===== src/rtl/err_report_sched.sv =====
// Round-robin error-update scheduler with holdoff and clear-all sequencing.
// Optional per-channel rise counters are enabled by defining ERR_SCHED_CNT_EN.
module err_report_sched #(
    parameter int NCH     = 18,
    parameter int HOLDOFF = 4,
    parameter int HW      = 8
) (
    input  logic                    clk,
    input  logic                    reset,
    input  logic [NCH-1:0]          err_raw,
    input  logic [NCH-1:0]          chan_en,
    input  logic                    clear_req,
    output logic [NCH-1:0]          err_val,
    output logic [NCH-1:0]          send_err,
    output logic                    busy
`ifdef ERR_SCHED_CNT_EN
    ,
    input  logic [$clog2(NCH)-1:0]  cnt_sel,
    output logic [7:0]              cnt_out
`endif
);

    localparam int PW = $clog2(NCH);

    typedef enum logic [1:0] {
        S_IDLE,
        S_ISSUE,
        S_CLEAR,
        S_HOLD
    } state_t;

    state_t          state_q;
    logic [NCH-1:0]  pend_q;
    logic [NCH-1:0]  rep_q;
    logic [NCH-1:0]  rep_d;
    logic [NCH-1:0]  err_val_q;
    logic [NCH-1:0]  send_err_q;
    logic [PW-1:0]   ptr_q;
    logic [PW-1:0]   w_q;
    logic [HW-1:0]   hold_q;
    logic            clr_pend_q;

    logic            win_any;
    logic            hi_found;
    logic [PW-1:0]   hi_idx;
    logic [PW-1:0]   lo_idx;
    logic [PW-1:0]   win_idx;
    logic            upd;

    // Descending scan: the last hit is the lowest index at/above ptr
    always_comb begin
        win_any  = 1'b0;
        hi_found = 1'b0;
        hi_idx   = '0;
        lo_idx   = '0;
        for (int i = NCH - 1; i >= 0; i--) begin
            if (pend_q[i]) begin
                win_any = 1'b1;
                lo_idx  = PW'(i);
                if (i >= int'(ptr_q)) begin
                    hi_found = 1'b1;
                    hi_idx   = PW'(i);
                end
            end
        end
        win_idx = hi_found ? hi_idx : lo_idx;
    end

    // A winner whose mismatch vanished before ISSUE is dropped silently
    assign upd = chan_en[w_q] & (err_raw[w_q] ^ rep_q[w_q]);

    always_comb begin
        rep_d = rep_q;
        if (state_q == S_ISSUE && upd) begin
            rep_d[w_q] = err_raw[w_q];
        end else if (state_q == S_CLEAR) begin
            rep_d = '0;
        end
    end

    always_ff @(posedge clk or negedge reset) begin
        if (!reset) begin
            state_q    <= S_IDLE;
            pend_q     <= '0;
            rep_q      <= '0;
            err_val_q  <= '0;
            send_err_q <= '0;
            ptr_q      <= '0;
            w_q        <= '0;
            hold_q     <= '0;
            clr_pend_q <= 1'b0;
        end else begin
            pend_q     <= chan_en & (err_raw ^ rep_d);
            rep_q      <= rep_d;
            send_err_q <= '0;
            if (clear_req) begin
                clr_pend_q <= 1'b1;
            end
            case (state_q)
                S_IDLE: begin
                    if (clr_pend_q) begin
                        state_q <= S_CLEAR;
                        if (!clear_req) begin
                            clr_pend_q <= 1'b0;
                        end
                    end else if (win_any) begin
                        w_q     <= win_idx;
                        state_q <= S_ISSUE;
                    end
                end
                S_ISSUE: begin
                    if (upd) begin
                        send_err_q     <= NCH'(1) << w_q;
                        err_val_q[w_q] <= err_raw[w_q];
                        ptr_q <= (w_q == PW'(NCH - 1)) ? '0 : w_q + 1'b1;
                        if (HOLDOFF > 0) begin
                            state_q <= S_HOLD;
                            hold_q  <= HW'(HOLDOFF);
                        end else begin
                            state_q <= S_IDLE;
                        end
                    end else begin
                        state_q <= S_IDLE;
                    end
                end
                S_CLEAR: begin
                    send_err_q <= '1;
                    err_val_q  <= '0;
                    if (HOLDOFF > 0) begin
                        state_q <= S_HOLD;
                        hold_q  <= HW'(HOLDOFF);
                    end else begin
                        state_q <= S_IDLE;
                    end
                end
                S_HOLD: begin
                    hold_q <= hold_q - 1'b1;
                    if (hold_q == HW'(1)) begin
                        state_q <= S_IDLE;
                    end
                end
                default: state_q <= S_IDLE;
            endcase
        end
    end

    assign err_val  = err_val_q;
    assign send_err = send_err_q;
    assign busy     = (state_q != S_IDLE);

`ifdef ERR_SCHED_CNT_EN
    logic [7:0] cnt_q [NCH];
    logic [7:0] cnt_out_q;

    always_ff @(posedge clk or negedge reset) begin
        if (!reset) begin
            for (int i = 0; i < NCH; i++) begin
                cnt_q[i] <= '0;
            end
            cnt_out_q <= '0;
        end else begin
            if (state_q == S_CLEAR) begin
                for (int i = 0; i < NCH; i++) begin
                    cnt_q[i] <= '0;
                end
            end else if (state_q == S_ISSUE && upd && err_raw[w_q]
                         && !rep_q[w_q] && cnt_q[w_q] != 8'hFF) begin
                cnt_q[w_q] <= cnt_q[w_q] + 8'd1;
            end
            cnt_out_q <= (int'(cnt_sel) < NCH) ? cnt_q[cnt_sel] : '0;
        end
    end

    assign cnt_out = cnt_out_q;
`endif

endmodule


===== config.mk =====
export PLATFORM = sky130hd
export DESIGN_NAME = err_report_sched
export DESIGN_NICKNAME = d
export VERILOG_FILES = /design/src/rtl/err_report_sched.sv
export SDC_FILE = /design/constraint.sdc
export NUM_CORES = 1
export LEC_CHECK = 0
export BUFFER_PORTS_ARGS = -buffer_cell sky130_fd_sc_hd__buf_2
export CAP_MARGIN = 20
export CELL_PAD_IN_SITES_DETAIL_PLACEMENT = 2
export CELL_PAD_IN_SITES_GLOBAL_PLACEMENT = 2
export CORE_ASPECT_RATIO = 0.5
export CORE_MARGIN = 3
export CORE_UTILIZATION = 39
export CTS_CLUSTER_DIAMETER = 50
export DETAILED_ROUTE_END_ITERATION = 7
export PLACE_DENSITY_LB_ADDON = 0.1
export SLEW_MARGIN = 30
export SYNTH_ARGS = -nofsm -noshare
export SYNTH_HDL_FRONTEND = slang
export SYNTH_SLANG_ARGS = --single-unit

===== constraint.sdc =====
create_clock -name clk -period 5.75 [get_ports clk]
set_input_delay 0.575 -clock clk [delete_from_list [all_inputs] [get_ports clk]]
set_output_delay 0.575 -clock clk [all_outputs]
set_load 0.02 [all_outputs]

Word-level counts from Yosys, hierarchy flattened
Cells that the tools add are included.
{ "classes": {"addsub": 2, "mul": 0, "div_mod_pow": 0, "magnitude_cmp": 20, "eq_ne": 8, "n_shift": 1, "mux": 137, "bitwise": 5, "reduce_logical": 11} }
{ "ops": {"columns": ["operator", "count"], "rows": [
  ["2-to-1 mux 5 bit", 56],
  ["2-to-1 mux 18 bit", 4],
  ["one-hot mux 18 bit (2 select lines)", 2],
  ["2-to-1 mux 1 bit", 62],
  ["greater-or-equal comparator 4 x 5 -> 1 bit, first input constant", 8],
  ["bitwise mux 18 bit", 2],
  ["one-hot mux 8 bit (3 select lines)", 1],
  ["greater-or-equal comparator 3 x 5 -> 1 bit, first input constant", 4],
  ["AND 18 bit", 1],
  ["left shift 1 x 5 -> 18 bit, first input constant", 1],
  ["bitwise XOR 18 bit", 1],
  ["binary-select mux 1 bit (select 5 bit)", 3],
  ["greater-or-equal comparator 1 x 5 -> 1 bit, first input constant", 2],
  ["greater-or-equal comparator 2 x 5 -> 1 bit, first input constant", 2],
  ["greater-or-equal comparator 5 bit, first input constant", 2],
  ["equality test 8 x 1 -> 1 bit, second input constant", 1],
  ["2-to-1 mux 2 bit", 4],
  ["2-to-1 mux 8 bit", 1],
  ["one-hot mux 2 bit (4 select lines)", 1],
  ["AND reduction 2 bit", 4],
  ["subtractor 8 x 1 -> 8 bit, second input constant", 1],
  ["less-than comparator 5 x 6 -> 1 bit, second input constant", 1],
  ["adder 5 x 1 -> 5 bit, second input constant", 1],
  ["demux 1 bit (select 5 bit)", 1],
  ["other kinds (14)", 18]
]} }
{ "word_totals": {"regBits": 93, "latchBits": 0, "mem_bits_rw": 0, "rom_bits": 0, "in_bits": 39, "n_memories": 0} }

Depth between registers and ports, before layout
Gate-level depths: netlist (run 1).
{ "depth": {"ltp_word": 38, "depth_mapped": 12} }

Worst setup path before layout (run 1)
Ideal clock, no wire load.
{ "synth_timing": {"path_type": "flip-flop to flip-flop", "from": "reg w_q[0]", "to": "reg hold_q[2]", "setup_time_ns": 0.121, "arrival_ns": 2.462, "required_ns": 5.629, "setup_slack_ns": 3.167, "path_stages_with_launch": 13, "period_less_slack_ns": 2.583, "cell_sequence": "dfrtp_1 buf_6 buf_6 mux4_2 nand2_1 o211ai_1 and4_4 o21a_1 buf_6 o21ai_2 buf_4 a21oi_1 o22a_1"} }
{ "synth_via": {"elab_chain_len": 6} }
{ "synth_rtl": {"columns": ["item", "line", "source"], "rows": [
  ["start: declaration", "39", "logic [PW-1:0] w_q;"],
  ["start signal: assignment", "107", "w_q <= win_idx;"],
  ["binary-select mux 1 bit (select 5 bit)", "70", "assign upd = chan_en[w_q] & (err_raw[w_q] ^ rep_q[w_q]);"],
  ["2-to-1 mux 1 bit (not written as such)", "70", null],
  ["bitwise XOR 1 bit", "70", null],
  ["AND 1 bit (*)", "70", null],
  ["!= test 2 bit (no source line) (*)", null, null],
  ["AND reduction 2 bit (no source line) (*)", null, null],
  ["end signal: assignment", "118", "hold_q <= HW'(HOLDOFF);"],
  ["end signal: assignment", "131", "hold_q <= HW'(HOLDOFF);"],
  ["end signal: assignment", "137", "hold_q <= hold_q - 1'b1;"],
  ["end: declaration", "40", "logic [HW-1:0] hold_q;"]
]} }
Mark *: on every way between the ends. The rest lies on a longest branch, timed or not. The select of a mux whose other input is x is not followed.
A chain may end at the register's enable or synchronous reset.

Worst setup path after layout (run 1)
{ "layout_timing": {"from": "reg w_q[3]", "to": "reg err_val_q[4] (netlist: err_val[4])"} }
{ "layout_via": {"elab_chain_len": 7} }
{ "layout_rtl": {"columns": ["item", "line", "source"], "rows": [
  ["less-than comparator 5 x 6 -> 1 bit (not written as such) or greater-or-equal comparator 5 x 1 -> 1 bit (tied branches)", "114", "err_val_q[w_q] <= err_raw[w_q];"],
  ["logical AND 1 bit (not written as such)", "114", null],
  ["2-to-1 mux 1 bit (not written as such)", "114", null],
  ["demux 1 bit (select 5 bit)", "114", null],
  ["bitwise mux 18 bit", "114", null],
  ["2-to-1 mux 18 bit", "112", "if (upd) begin"],
  ["one-hot mux 18 bit (2 select lines)", "99", "case (state_q)"],
  ["end signal: indexed assignment", "114", null],
  ["end: declaration", "36", "logic [NCH-1:0] err_val_q;"]
]} }
Several ways; a longest one is shown, not always the timed one. The select of a mux whose other input is x is not followed.

==> key figures, run 1 <==
Final layout
  – Fin cells: between 800 and 900
  – Filler cell count in the final layout: 1524
  – Number of inserted diodes: 0
  – Final nets: 714
  – Commonest non-fill, non-tap cells in the layout: 92 x sky130_fd_sc_hd__dfrtp_1, 74 x sky130_fd_sc_hd__buf_2, 70 x sky130_fd_sc_hd__o21ai_0
  – Area added between synthesis and finish: 12.72%
  – Share of layout cells above drive strength 1: approximately a fifth
  – Commonest non-fill, non-tap cell in the layout: sky130_fd_sc_hd__dfrtp_1
  – Post-route cell area: between 0.006 and 0.007 sq mm

Floorplanning
  – Starting utilization of the core area: 40.75%
  – Die extent in x: between 150 and 200 um
  – Overall die height: 91.07 um
  – Die area: 0.01604 sq mm
  – Placement row count: 30
  – Number of I/O pins: 76
  – Floorplan core area: between 0.01 and 0.015 sq mm

Timing
  – Final hold violations: 0
  – Setup tns final: 0 ns
  – Post-route clock period utilization: 67.83%
  – Worst Tran Pin Value: 0.8174 ns
  – Post-route clock skew: 0.01314 ns
  – Worst path setup slack after routing: approximately 1.8 ns
  – Final Critical Period: a little under 4 ns
  – Setup-violating endpoint count in the final report: 0
  – Achievable clock frequency: 256.4 MHz
  – Final Max Slew Viols: 0
  – Headroom to the max-slew limit: 45.48%
  – RSZ-0062 raised after global routing: no

Setup path
  – Peak fanout along the critical path: 17
  – Most frequent cell on the critical path: sky130_fd_sc_hd__nand2_1
  – Critical path required time: 5.97 ns
  – Worst setup SP type: flop
  – CP max stage cell: sky130_fd_sc_hd__dfrtp_1
  – Worst Setup End Kind: flop
  – Startpoint-to-endpoint class of the critical path: flop to flop
  – Cell-by-cell trace of the critical path: and3b_1 -> nand2_1 -> o211ai_1 -> and4_4 -> o21a_1 -> nand2_1 -> o21ai_0
  – Setup slack, reg-to-reg: 1.85 ns
  – Crit path DAT: 4.12 ns
  – Slowest stage delay, CP: 0.82 ns

Run status
  – Status: completed

Route
  – Highest signal layer in the routed design: met4
  – Pre-Repair DR Iteration Count: 5
  – Sum of routed wire length over all layers: 20320 um
  – Number of nets with antenna violations after routing: 0
  – Total routed wire length on the met1 layer: 9793 um
  – Average wire per cell in the routed design: 23.62 um
  – Number of vias after detailed routing: 5102
  – Per-cell via count in the routed design: 5.933
  – Met3 Wirelength: 674 um
  – Met2 wirelength from detailed routing: 9679 um
  – Number of design rule violations left after detail routing: 0
  – DRC violation total after the first TritonRoute iteration: approximately 290

Job
  – Max-cap viol count: 0

Power
  – Static Leak: 2.666 nW
  – Clock share of power: roughly 43%
  – Relative contribution of sequential cells to total power: 48.7%
  – Power density cells: 221.1 mW/mm^2
  – Highest ir drop seen on vdd: 0.1418 mV
  – Power Internal: between 0.001 and 0.0015 W
  – NetSw: 0.0003565 W
  – Switching fraction of total power: 25.34%
  – Part of the power in combinational logic: under 10%

Synth
  – Synthesized Nets: 665
  – Mapped Area: between 0.005 and 0.006 sq mm
  – Number of synthesized flops with an enable pin: 0
  – Synthesis Warnings: 0
  – Seq/Total Area, Yosys: between 40% and 50%
  – Syn Inst Count: 614
  – Register bit count reported by yosys: 93
  – Avg Synthesized Cell Area: 9.192 sq um
  – Async S/R FF share, synth: 100.0%
  – Post-synth cell types: 67
  – Main synth FF type: sky130_fd_sc_hd__dfrtp_1

Global routing
  – Overflow left after global routing: 0
  – Total track usage: 25.99%
  – Global-route wire length before repair: around 33000 um
  – Largest net degree at the start of global routing: 52
  – Antenna violations before repair: 0
  – Vias in the first global route: between 5k and 6k

Placed design
  – Count of input and output buffers: 75
  – Placed Instance Area: around 0.006 sq mm
  – Global placer's final weighted congestion: between 0.8 and 0.9
  – Worst-case setup slack after placement: 1.964 ns
  – Post-detailed-placement half-perimeter wirelength: between 10000 and 15000 um
  – Placed cells: 844

Clocking
  – CTS tree: built
  – Post-CTS Setup Repair Bufs: 0
  – Clk Latency, worst-skew pair: between 0.3 and 0.4 ns
  – Number of buffers created by CTS: 9
  – Number of resized instances in the post-cts repair step: 0
  – Root Driver: sky130_fd_sc_hd__clkbuf_16
  – Number of hold buffers added after cts: 0
  – # clock sinks: 93
  – H-tree lvl count: 3
  – Clock input transition at the sequential cells of the worst setup and hold paths: 0.07 ns
  – CTS max path bufs: 2

Min path
  – Tightest Hold Check Type: input pin to asynchronous set/reset pin
-- layout make-up --
cell class	count	area (sq um)	share of cell area, %
Clock buffer	9	225.2	3.540
Clock inverter	7	71.32	1.121
Sequential cell	93	2328	36.60
Multi-Input combinational cell	460	3014	47.37
Tap cell	192	240.2	3.776
Timing Repair Buffer	79	407.9	6.411
Inverter	20	75.07	1.180
-- metal layers --
layer  vias to the layer above  global-route usage (%)
met1                      2655                   36.87
li1                       2331                       -
met5                         -                       0
met4                         0                   4.016
met3                        17                   3.926
met2                        99                   42.96
-- cell families after synthesis --
group           share of synthesized area, %
compound gates                         23.30
simple gates                           17.82
flops                                  41.23
buf+inv                                5.409
mux                                    9.421
fa+ha+maj                              2.660
xor+xnor                              0.1552
-- synthesized netlist by cell type, types with 7 or more instances --
cell                       number  share of area (%)
sky130_fd_sc_hd__buf_6          7                1.4
sky130_fd_sc_hd__nor2_1        29                1.9
sky130_fd_sc_hd__o21ai_1       10               0.89
sky130_fd_sc_hd__a31oi_1       37                4.1
sky130_fd_sc_hd__inv_1         19                1.3
sky130_fd_sc_hd__nand2_1       68                4.5
sky130_fd_sc_hd__nor2b_1       24                2.7
sky130_fd_sc_hd__a21oi_1       34                3.0
sky130_fd_sc_hd__o31ai_1        8                1.1
sky130_fd_sc_hd__nand2b_1      20                2.2
sky130_fd_sc_hd__ha_1          12                2.7
sky130_fd_sc_hd__mux2i_1       22                3.9
sky130_fd_sc_hd__dfrtp_1       93                 41
sky130_fd_sc_hd__mux4_2        10                4.0
sky130_fd_sc_hd__nor3_1        12                1.1
sky130_fd_sc_hd__clkbuf_1      24                1.6
sky130_fd_sc_hd__nand3_1       14                1.2
sky130_fd_sc_hd__o21ai_0       70                6.2
sky130_fd_sc_hd__a21oi_2        9                1.4
-- state kept, by name, summed over array words and instances, names as in the netlist --
name / count
w_q: 5
send_err: 18
state_q: 2
ptr_q: 5
rep_q: 18
clr_pend_q: 1
err_val: 18
pend_q: 18
hold_q: 8
-- per-stage QoR --
stage | hold slack [ns] | total power (W) | utilization [%]
3_5_place_dp | 0.4962 | 0.0008138 | 43.78
5_1_grt | 0.2675 | 0.001466 | 45.93
2_1_floorplan | 0.2794 | 0.0007498 | -
6_report | 0.2284 | 0.001407 | 45.93
4_1_cts | 0.2538 | 0.001420 | 45.92
3_3_place_gp | 0.4898 | 0.0008081 | 43.77
-- power groups by stage --
stage | logic, W | registers (W) | clock network (W)
6_report | 0.000118 | 0.000685 | 0.000604
5_1_grt | 0.000131 | 0.000687 | 0.000648
4_1_cts | 0.000119 | 0.000685 | 0.000616
3_5_place_dp | 0.000117 | 0.000697 | 0
3_3_place_gp | 0.000111 | 0.000697 | 0
2_1_floorplan | 0.0000566 | 0.000693 | 0
-- critical path, delay by kind of cell (launching register included) --
family / cells / cell delay (ns)
DFF: 1 / 0.82
and+or+nand+nor: 4 / 1.66
AOI/OAI and AO/OA: 3 / 1.27
-- worst paths after layout --
path,start,endpoint,cells past startpoint
worst max-delay path,w_q[3],err_val[4],7
worst min-delay path,reset,hold_q[3],1
worst max register to register,w_q[3],err_val[4],7
worst min register to register,err_val[11],err_val[11],2
max in group asynchronous,reset,rep_q[7],2
min in group clk,clear_req,clr_pend_q,2
No activity file was read; power rests on OpenSTA's default activity.
==> inputs of run 2 (changes only) <==
Settings changed: ABC_AREA from default to 1, CORE_UTILIZATION 39 to 30.
Clock period 5.75 ns to 3.2 ns, I/O delays scaled along.
==> run 2 against run 1 <==
Against the previous run: core utilization shrank 9.3 points; hold slack lost 0.22 ns; design area grew 1.6%; critical path depth grew 9; register-to-register slack lost 1.6 ns; combinational power grew to 28 times the previous value; cell count grew 24%; non-clock buffer count grew 9; flip-flop and latch count is the same; die area grew 25%; critical endpoint is now pend_q[17].
==> key figures, run 2 <==
Run status
  – Status: completed

Setup path
  – Most frequent cell on the critical path: sky130_fd_sc_hd__nand2_1
  – Crit path DAT: 3.15 ns (-0.97 ns)
  – CP max stage cell: sky130_fd_sc_hd__dfrtp_1
  – Origin of the critical flop-to-flop path: w_q[0]
  – Startpoint-to-endpoint class of the critical path: flop to flop
  – Cell-by-cell trace of the critical path: buf_4 -> o21ai_0 -> nand2_1 -> nand2_1 -> nand3_1 -> nor2_4 -> nand2_1 -> nand2_1 -> nor2_2 -> nand2_4 -> buf_4 -> buf_4 -> nand3_1 -> nand2_1 -> o21ai_1 -> a21oi_1
  – Worst setup SP type: flop
  – Critical path required time: 3.45 ns (-2.52 ns)
  – Delay-heaviest family, CP: simple AND/OR/NAND/NOR gates
  – Peak fanout along the critical path: 22 (+5)
  – Worst Setup End Kind: flop
  – Slowest stage delay, CP: 0.43 ns (-0.39 ns)
  – Launch point of the worst path: w_q[0]
  – Crit path buf inv count: 3 (+3)

Power
  – Clock share of power: 19.9% (-23 points)
  – Relative contribution of sequential cells to total power: 26.8% (-22 points)
  – Switching fraction of total power: 50.35% (+25 points)
  – Power density cells: 942.5 mW/mm^2 (+330%)
  – Part of the power in combinational logic: 53.3% (+45 points)
  – NetSw: 0.003066 W (+760%)
  – Highest ir drop seen on vdd: 0.3570 mV (+150%)
  – Static Leak: 3.328 nW (+25%)
  – Power Internal: 0.003023 W (+190%)

Route
  – Number of design rule violations left after detail routing: 0 (unchanged)
  – Per-cell via count in the routed design: 5.118 (-14%)
  – Number of vias after detailed routing: 5456 (+6.9%)
  – Number of nets with antenna violations after routing: 0 (unchanged)
  – Average wire per cell in the routed design: 20.38 um (-14%)
  – Sum of routed wire length over all layers: 21720 um (+6.9%)
  – DRC violation total after the first TritonRoute iteration: 283 (-2.7%)
  – Pre-Repair DR Iteration Count: 4 (-1)

Synth
  – Most used standard cells in the synthesized netlist: 189 x sky130_fd_sc_hd__nand2_1, 93 x sky130_fd_sc_hd__dfrtp_1, 88 x sky130_fd_sc_hd__nor2_1, 80 x sky130_fd_sc_hd__inv_1, 59 x sky130_fd_sc_hd__a21oi_1
  – Main synth FF type: sky130_fd_sc_hd__dfrtp_1
  – Post-synth cell types: 40 (-40%)
  – Post-synthesis share of cell area spent on and, or, nand and nor gates: 25.18% (+7.4 points)
  – Async S/R FF share, synth: 100.0% (unchanged)
  – Combinational family with the most area after synthesis: simple AND/OR/NAND/NOR gates
  – Synth Area in Compound Gates: 20.20% (-3.1 points)
  – Post-synthesis cell type with the largest combined area: sky130_fd_sc_hd__dfrtp_1
  – Post-Synth Adder-Cell Area: 2.729% (+0.069 points)
  – Mapped Area: 0.005502 sq mm (-2.5%)
  – Synthesis Warnings: 0 (unchanged)
  – Top-area cell type share of the netlist area: 42.30% (+1.1 points)
  – Register bit count reported by yosys: 93 (unchanged)
  – Syn Inst Count: 755 (+23%)
  – Seq/Total Area, Yosys: 42.30% (+1.1 points)
  – Mux contribution to synthesized area: 0% (-9.4 points)
  – Number of synthesized flops with an enable pin: 0 (unchanged)
  – Cell with the most instances after synthesis: sky130_fd_sc_hd__nand2_1
  – Leading cell types by total area after synthesis: sky130_fd_sc_hd__dfrtp_1 42%, sky130_fd_sc_hd__nand2_1 13%, sky130_fd_sc_hd__nor2_1 6.0%, sky130_fd_sc_hd__inv_1 5.5%, sky130_fd_sc_hd__a21oi_1 5.4%
  – Parity-gate share of the synthesized area counting xor and xnor cells: 0.9552% (+0.80 points)
  – Synthesized Nets: 806 (+21%)
  – Avg Synthesized Cell Area: 7.287 sq um (-21%)

Clocking
  – Root Driver: sky130_fd_sc_hd__clkbuf_16
  – Number of hold buffers added after cts: 0 (unchanged)
  – CTS tree: built
  – Clk Latency, worst-skew pair: 0.35 ns (about the same)
  – # clock sinks: 93 (unchanged)
  – Number of buffers created by CTS: 9 (unchanged)
  – Post-CTS Setup Repair Bufs: 0 (unchanged)
  – Clock input transition at the sequential cells of the worst setup and hold paths: 0.07 ns (about the same)
  – H-tree lvl count: 3 (unchanged)
  – CTS max path bufs: 2 (unchanged)

Placed design
  – Global placer's final weighted congestion: 0.8630 (+5.9%)
  – Placed cells: 1051 (+25%)
  – Placed Instance Area: 0.006133 sq mm (+1.2%)
  – Count of input and output buffers: 75 (unchanged)
  – Post-detailed-placement half-perimeter wirelength: 16610 um (+13%)
  – Worst-case setup slack after placement: 0.2156 ns (-1.749 ns)

Final layout
  – Share of layout cells above drive strength 1: 14.90% (-5.3 points)
  – Commonest non-fill, non-tap cell in the layout: sky130_fd_sc_hd__nand2_1
  – Fin cells: 1066 (+24%)
  – Final nets: 879 (+23%)
  – Number of inserted diodes: 0 (unchanged)
  – Area added between synthesis and finish: 17.44%
  – Post-route cell area: 0.006461 sq mm (+1.6%)
  – Commonest non-fill, non-tap cells in the layout: 189 x sky130_fd_sc_hd__nand2_1, 93 x sky130_fd_sc_hd__dfrtp_1, 88 x sky130_fd_sc_hd__nor2_1

Floorplanning
  – Placement row count: 34 (+13%)
  – Die area: 0.02010 sq mm (+25%)
  – Number of I/O pins: 76 (unchanged)
  – Die extent in x: 197.5 um (+12%)
  – Starting utilization of the core area: 31.16% (-9.6 points)
  – Overall die height: 101.8 um (+12%)
  – Floorplan core area: 0.01765 sq mm (+27%)

Timing
  – Setup-violating endpoint count in the final report: 0 (unchanged)
  – Worst Hold Margin: 0.006125 ns (-0.2222 ns)
  – Worst Tran Pin Value: 0.7276 ns (-0.08974 ns)
  – Post-route clock skew: 0.01118 ns (-0.001961 ns)
  – Worst path setup slack after routing: 0.2977 ns (-1.552 ns)
  – Achievable clock frequency: 344.6 MHz (+34%)
  – Post-route clock period utilization: 90.70% (+23 points)
  – Setup tns final: 0 ns (unchanged)
  – Final Critical Period: 2.902 ns (-0.9981 ns)
  – Final hold violations: 0 (unchanged)
  – Headroom to the max-slew limit: 51.49% (+6.0 points)
  – Final Max Slew Viols: 0 (unchanged)
  – RSZ-0062 raised after global routing: no

Global routing
  – Total track usage: 22.32% (-3.7 points)
  – Largest net degree at the start of global routing: 52 (unchanged)
  – Global-route wire length before repair: 34350 um (+4.5%)
  – Antenna violations before repair: 0 (unchanged)
  – Vias in the first global route: 6001 (+8.1%)
  – Overflow left after global routing: 0 (unchanged)

Job
  – Max-cap viol count: 0 (unchanged)

Min path
  – Tightest Hold Check Type: input pin to asynchronous set/reset pin
run 2: cell count changes after synthesis, moves of 9 or more:
cell                       delta
sky130_fd_sc_hd__nand2b_1    -20
sky130_fd_sc_hd__nor2b_1     -24
sky130_fd_sc_hd__o21ai_0     -14
sky130_fd_sc_hd__inv_1       +61
sky130_fd_sc_hd__nor2_1      +59
sky130_fd_sc_hd__clkbuf_1    -17
sky130_fd_sc_hd__nand3_1     +28
sky130_fd_sc_hd__a31oi_1     -33
sky130_fd_sc_hd__mux2i_1     -22
sky130_fd_sc_hd__nand2_1    +121
sky130_fd_sc_hd__a21oi_2      -9
sky130_fd_sc_hd__a21oi_1     +25
sky130_fd_sc_hd__mux4_2      -10
sky130_fd_sc_hd__o21ai_1     +28
run 2: cell type report:
type                            instances  area (sq um)
Clock buffer                           12         256.5
Timing Repair Buffer                   88         488.0
Sequential cell                        93          2327
Clock inverter                          3         68.82
Fill cell                            2125         11190
Tap cell                              234         292.8
Multi-Input combinational cell        549          2699
Inverter                               87         329.1
run 2: per-layer routing:
metal / track usage [%] / vias to the layer above / wire length [um]
met5: 0 / - / 0
met2: 34.95 / 65 / 9595
li1: - / 2621 / -
met4: 3.639 / 0 / 146
met3: 3.855 / 10 / 578
met1: 33.02 / 2760 / 11400
run 2: through the flow:
| stage | power, W | utilization [%] |
|---|---|---|
| after floorplan | 0.003778 | - |
| final | 0.006089 | 36.60 |
| after detailed placement | 0.004898 | 34.74 |
| after global placement | 0.004810 | 34.74 |
| after CTS | 0.006144 | 36.58 |
| after global routing | 0.006622 | 36.60 |
run 2: cell families (layout without fill, tap and decap cells):
logic type,count (synthesis),in the layout
adder cells (fa/ha/maj),12,12
XOR/XNOR,6,6
AND/OR/NAND/NOR,339,339
flip-flops,93,93
AO/OA/AOI/OAI,192,192
buffers and inverters,113,190
run 2: worst paths after layout:
check	to	slack, ns	cells after the start
setup reg to reg	pend_q[17]	0.30	16
hold reg to reg	err_val[13]	0.48	2
max in group asynchronous	err_val[12]	2.47	2
setup / recovery	pend_q[17]	0.30	16
min in group clk	clr_pend_q	0.16	2
hold / removal	hold_q[6]	0.006	1
run 2: power by group through the flow:
| stage | sequential, W | clock, W | combinational [W] |
|---|---|---|---|
| after floorplan | 0.00172 | 0 | 0.00206 |
| after global placement | 0.00164 | 0 | 0.00317 |
| after detailed placement | 0.00165 | 0 | 0.00325 |
| after CTS | 0.00163 | 0.00123 | 0.00328 |
| after global routing | 0.00166 | 0.00129 | 0.00367 |
| final | 0.00163 | 0.00121 | 0.00325 |
run 2: what timing repair did:
| action | in CTS | in global routing |
|---|---|---|
| endpoints found under the hold margin | 0 | 0 |
| resized for setup | 0 | 2 |
| endpoints found under the setup margin | 0 | 25 |
==> inputs of run 3 (changes only) <==
Settings changed: CORE_UTILIZATION 30 to 35.
Clock period 3.2 ns to 3.55 ns, I/O delays scaled along.
==> run 3 against run 2 <==
Against the previous run: first-iteration DRC count is 37% higher; power is 11% lower; via count is 1.6% higher; setup slack better by 0.12 ns; global-route usage is 3.3 points higher; die area is 14% lower; wire length is 1.3% lower; critical endpoint is now pend_q[10]; largest cell class unchanged.
==> key figures, run 3 (synthesis gave the netlist of run 2 again) <==
Run status
  – Status: completed

Floorplanning
  – Die area: 0.01735 sq mm (-14%)
  – Number of I/O pins: 76 (unchanged)
  – Floorplan core area: 0.01489 sq mm (-16%)
  – Placement row count: 31 (-8.8%)
  – Die extent in x: 183.3 um (-7.2%)
  – Starting utilization of the core area: 36.94% (+5.8 points)
  – Overall die height: 94.66 um (-7.0%)

Clocking
  – Clk Latency, worst-skew pair: 0.36 ns (about the same)
  – Root Driver: sky130_fd_sc_hd__clkbuf_16
  – Clock input transition at the sequential cells of the worst setup and hold paths: 0.07 ns (about the same)
  – CTS tree: built
  – Number of resized instances in the post-cts repair step: 0 (unchanged)
  – H-tree lvl count: 3 (unchanged)
  – Post-CTS Setup Repair Bufs: 0 (unchanged)
  – CTS max path bufs: 2 (unchanged)
  – # clock sinks: 93 (unchanged)
  – Number of hold buffers added after cts: 0 (unchanged)
  – Number of buffers created by CTS: 9 (unchanged)

Route
  – Highest signal layer in the routed design: met4
  – DRC violation total after the first TritonRoute iteration: 389 (+37%)
  – Number of design rule violations left after detail routing: 0 (unchanged)
  – Average wire per cell in the routed design: 20.94 um (+2.8%)
  – Met3 Wirelength: 956 um (+65%)
  – Number of nets with antenna violations after routing: 0 (unchanged)
  – Met2 wirelength from detailed routing: 9684 um (+0.93%)
  – Sum of routed wire length over all layers: 21450 um (-1.3%)
  – Pre-Repair DR Iteration Count: 5 (+1)
  – Total routed wire length on the met1 layer: 10480 um (-8.1%)
  – Per-cell via count in the routed design: 5.414 (+5.8%)
  – Number of vias after detailed routing: 5544 (+1.6%)

Final layout
  – Fin cells: 1024 (-3.9%)
  – Share of layout cells above drive strength 1: 14.41% (-0.50 points)
  – Commonest non-fill, non-tap cell in the layout: sky130_fd_sc_hd__nand2_1
  – Number of inserted diodes: 0 (unchanged)
  – Commonest non-fill, non-tap cells in the layout: 189 x sky130_fd_sc_hd__nand2_1, 93 x sky130_fd_sc_hd__dfrtp_1, 88 x sky130_fd_sc_hd__nor2_1
  – Post-route cell area: 0.006367 sq mm (-1.5%)
  – Area added between synthesis and finish: 15.74%
  – Final nets: 874 (-0.57%)

Placed design
  – Global placer's final weighted congestion: 0.8990 (+4.2%)
  – Count of input and output buffers: 75 (unchanged)
  – Post-detailed-placement half-perimeter wirelength: 15990 um (-3.7%)
  – Placed Instance Area: 0.006051 sq mm (-1.3%)
  – Placed cells: 1010 (-3.9%)

Timing
  – Setup tns final: 0 ns (unchanged)
  – Final Critical Period: 3.136 ns (+0.2340 ns)
  – Post-route clock period utilization: 88.35% (-2.4 points)
  – Achievable clock frequency: 318.8 MHz (-7.5%)
  – Final Max Slew Viols: 0 (unchanged)
  – Worst Tran Pin Value: 0.7785 ns (+0.05083 ns)
  – Final hold violations: 0 (unchanged)
  – Post-route clock skew: 0.01108 ns (-0.0001000 ns)
  – Setup-violating endpoint count in the final report: 0 (unchanged)
  – Headroom to the max-slew limit: 48.10% (-3.4 points)
  – RSZ-0062 raised after global routing: no

Global routing
  – Overflow left after global routing: 0 (unchanged)
  – Total track usage: 25.59% (+3.3 points)
  – Vias in the first global route: 5971 (-0.50%)
  – Global-route wire length before repair: 33840 um (-1.5%)
  – Largest net degree at the start of global routing: 66 (+27%)
  – Antenna violations before repair: 0 (unchanged)

Setup path
  – Worst setup SP type: flop
  – Startpoint-to-endpoint class of the critical path: flop to flop
  – Peak fanout along the critical path: 30 (+36%)
  – Crit path DAT: 3.40 ns (+0.25 ns)
  – Setup slack, reg-to-reg: 0.41 ns (+0.12 ns)
  – Crit Reg-Reg Endpoint: pend_q[10]
  – Origin of the critical flop-to-flop path: w_q[3]
  – Number of cells traversed by the worst register-to-register path: 16 (unchanged)
  – Worst Setup End Kind: flop
  – Critical path required time: 3.82 ns (+0.37 ns)

Min path
  – Tightest Hold Check Type: input pin to asynchronous set/reset pin

Power
  – Power density cells: 850.4 mW/mm^2 (-9.8%)
  – Overall Power: 0.005415 W (-11%)
  – Static Leak: 3.300 nW (-0.83%)
  – Highest ir drop seen on vdd: 0.2628 mV (-26%)

Job
  – Max-cap viol count: 0 (unchanged)
[run 3: changes by cell type in the layout (fill, tap and decap cells not counted), sizes merged]
cell,delta
buf,-5
clkbuf,-2
clkinv,+1
[run 3: stage by stage]
step | hold WS (ns) | setup WS [ns] | util (%)
4_1_cts | 0.1714 | 0.4607 | 42.73
2_1_floorplan | 0.05941 | 1.401 | -
6_report | 0.005875 | 0.4137 | 42.75
3_3_place_gp | 0.4512 | 0.6419 | 40.63
3_5_place_dp | 0.4581 | 0.5094 | 40.63
5_1_grt | 0.05217 | 0.1935 | 42.75
[run 3: final cells by class]
type	count	area [sq um]
Fill cell	1772	8527
Tap cell	198	247.7
Multi-Input combinational cell	549	2699
Sequential cell	93	2327
Inverter	87	326.6
Clock inverter	4	73.82
Clock buffer	10	239.0
Timing Repair Buffer	83	454.2
[run 3: worst max-delay path by stage]
stage / startpoint / endpoint / slack, ns / cells past startpoint
after floorplan: w_q[1] / err_val[13] / 1.40 / 17
after global placement: w_q[3] / pend_q[10] / 0.64 / 16
final: w_q[3] / pend_q[10] / 0.41 / 16
after global routing: w_q[3] / pend_q[4] / 0.19 / 16
after CTS: w_q[3] / pend_q[10] / 0.46 / 16
after detailed placement: w_q[3] / pend_q[10] / 0.51 / 16
[run 3: worst max-delay path, stage by stage (launching register included)]
cell and delay, ns:
sky130_fd_sc_hd__dfrtp_1 0.42, sky130_fd_sc_hd__inv_2 0.07, sky130_fd_sc_hd__nor2_1 0.25, sky130_fd_sc_hd__inv_2 0.06
sky130_fd_sc_hd__nor2_1 0.34, sky130_fd_sc_hd__nand2_1 0.11, sky130_fd_sc_hd__nand3_1 0.16, sky130_fd_sc_hd__nor2_4 0.06
sky130_fd_sc_hd__nand2_1 0.06, sky130_fd_sc_hd__nand2_1 0.06, sky130_fd_sc_hd__nor2_2 0.15, sky130_fd_sc_hd__nand2_4 0.15
sky130_fd_sc_hd__inv_2 0.45, sky130_fd_sc_hd__o21ai_1 0.30, sky130_fd_sc_hd__nand2_1 0.16, sky130_fd_sc_hd__o21ai_1 0.07
sky130_fd_sc_hd__nor2_1 0.16
[run 3: where the power goes]
part	switching [W]	internal (W)	total (W)	leakage, nW
Combinational	0.00212	0.000761	0.00288	1.90
Clock	0.000433	0.000629	0.00106	0.154
Sequential	0.000195	0.00128	0.00147	1.25
Total	0.00275	0.00267	0.00541	3.30
[run 3: metal layers]
layer  vias to the layer above  track usage, %
met1                      2809           35.70
met5                         -               0
met4                         0           6.206
li1                       2611               -
met2                       102           40.86
met3                        22           5.618
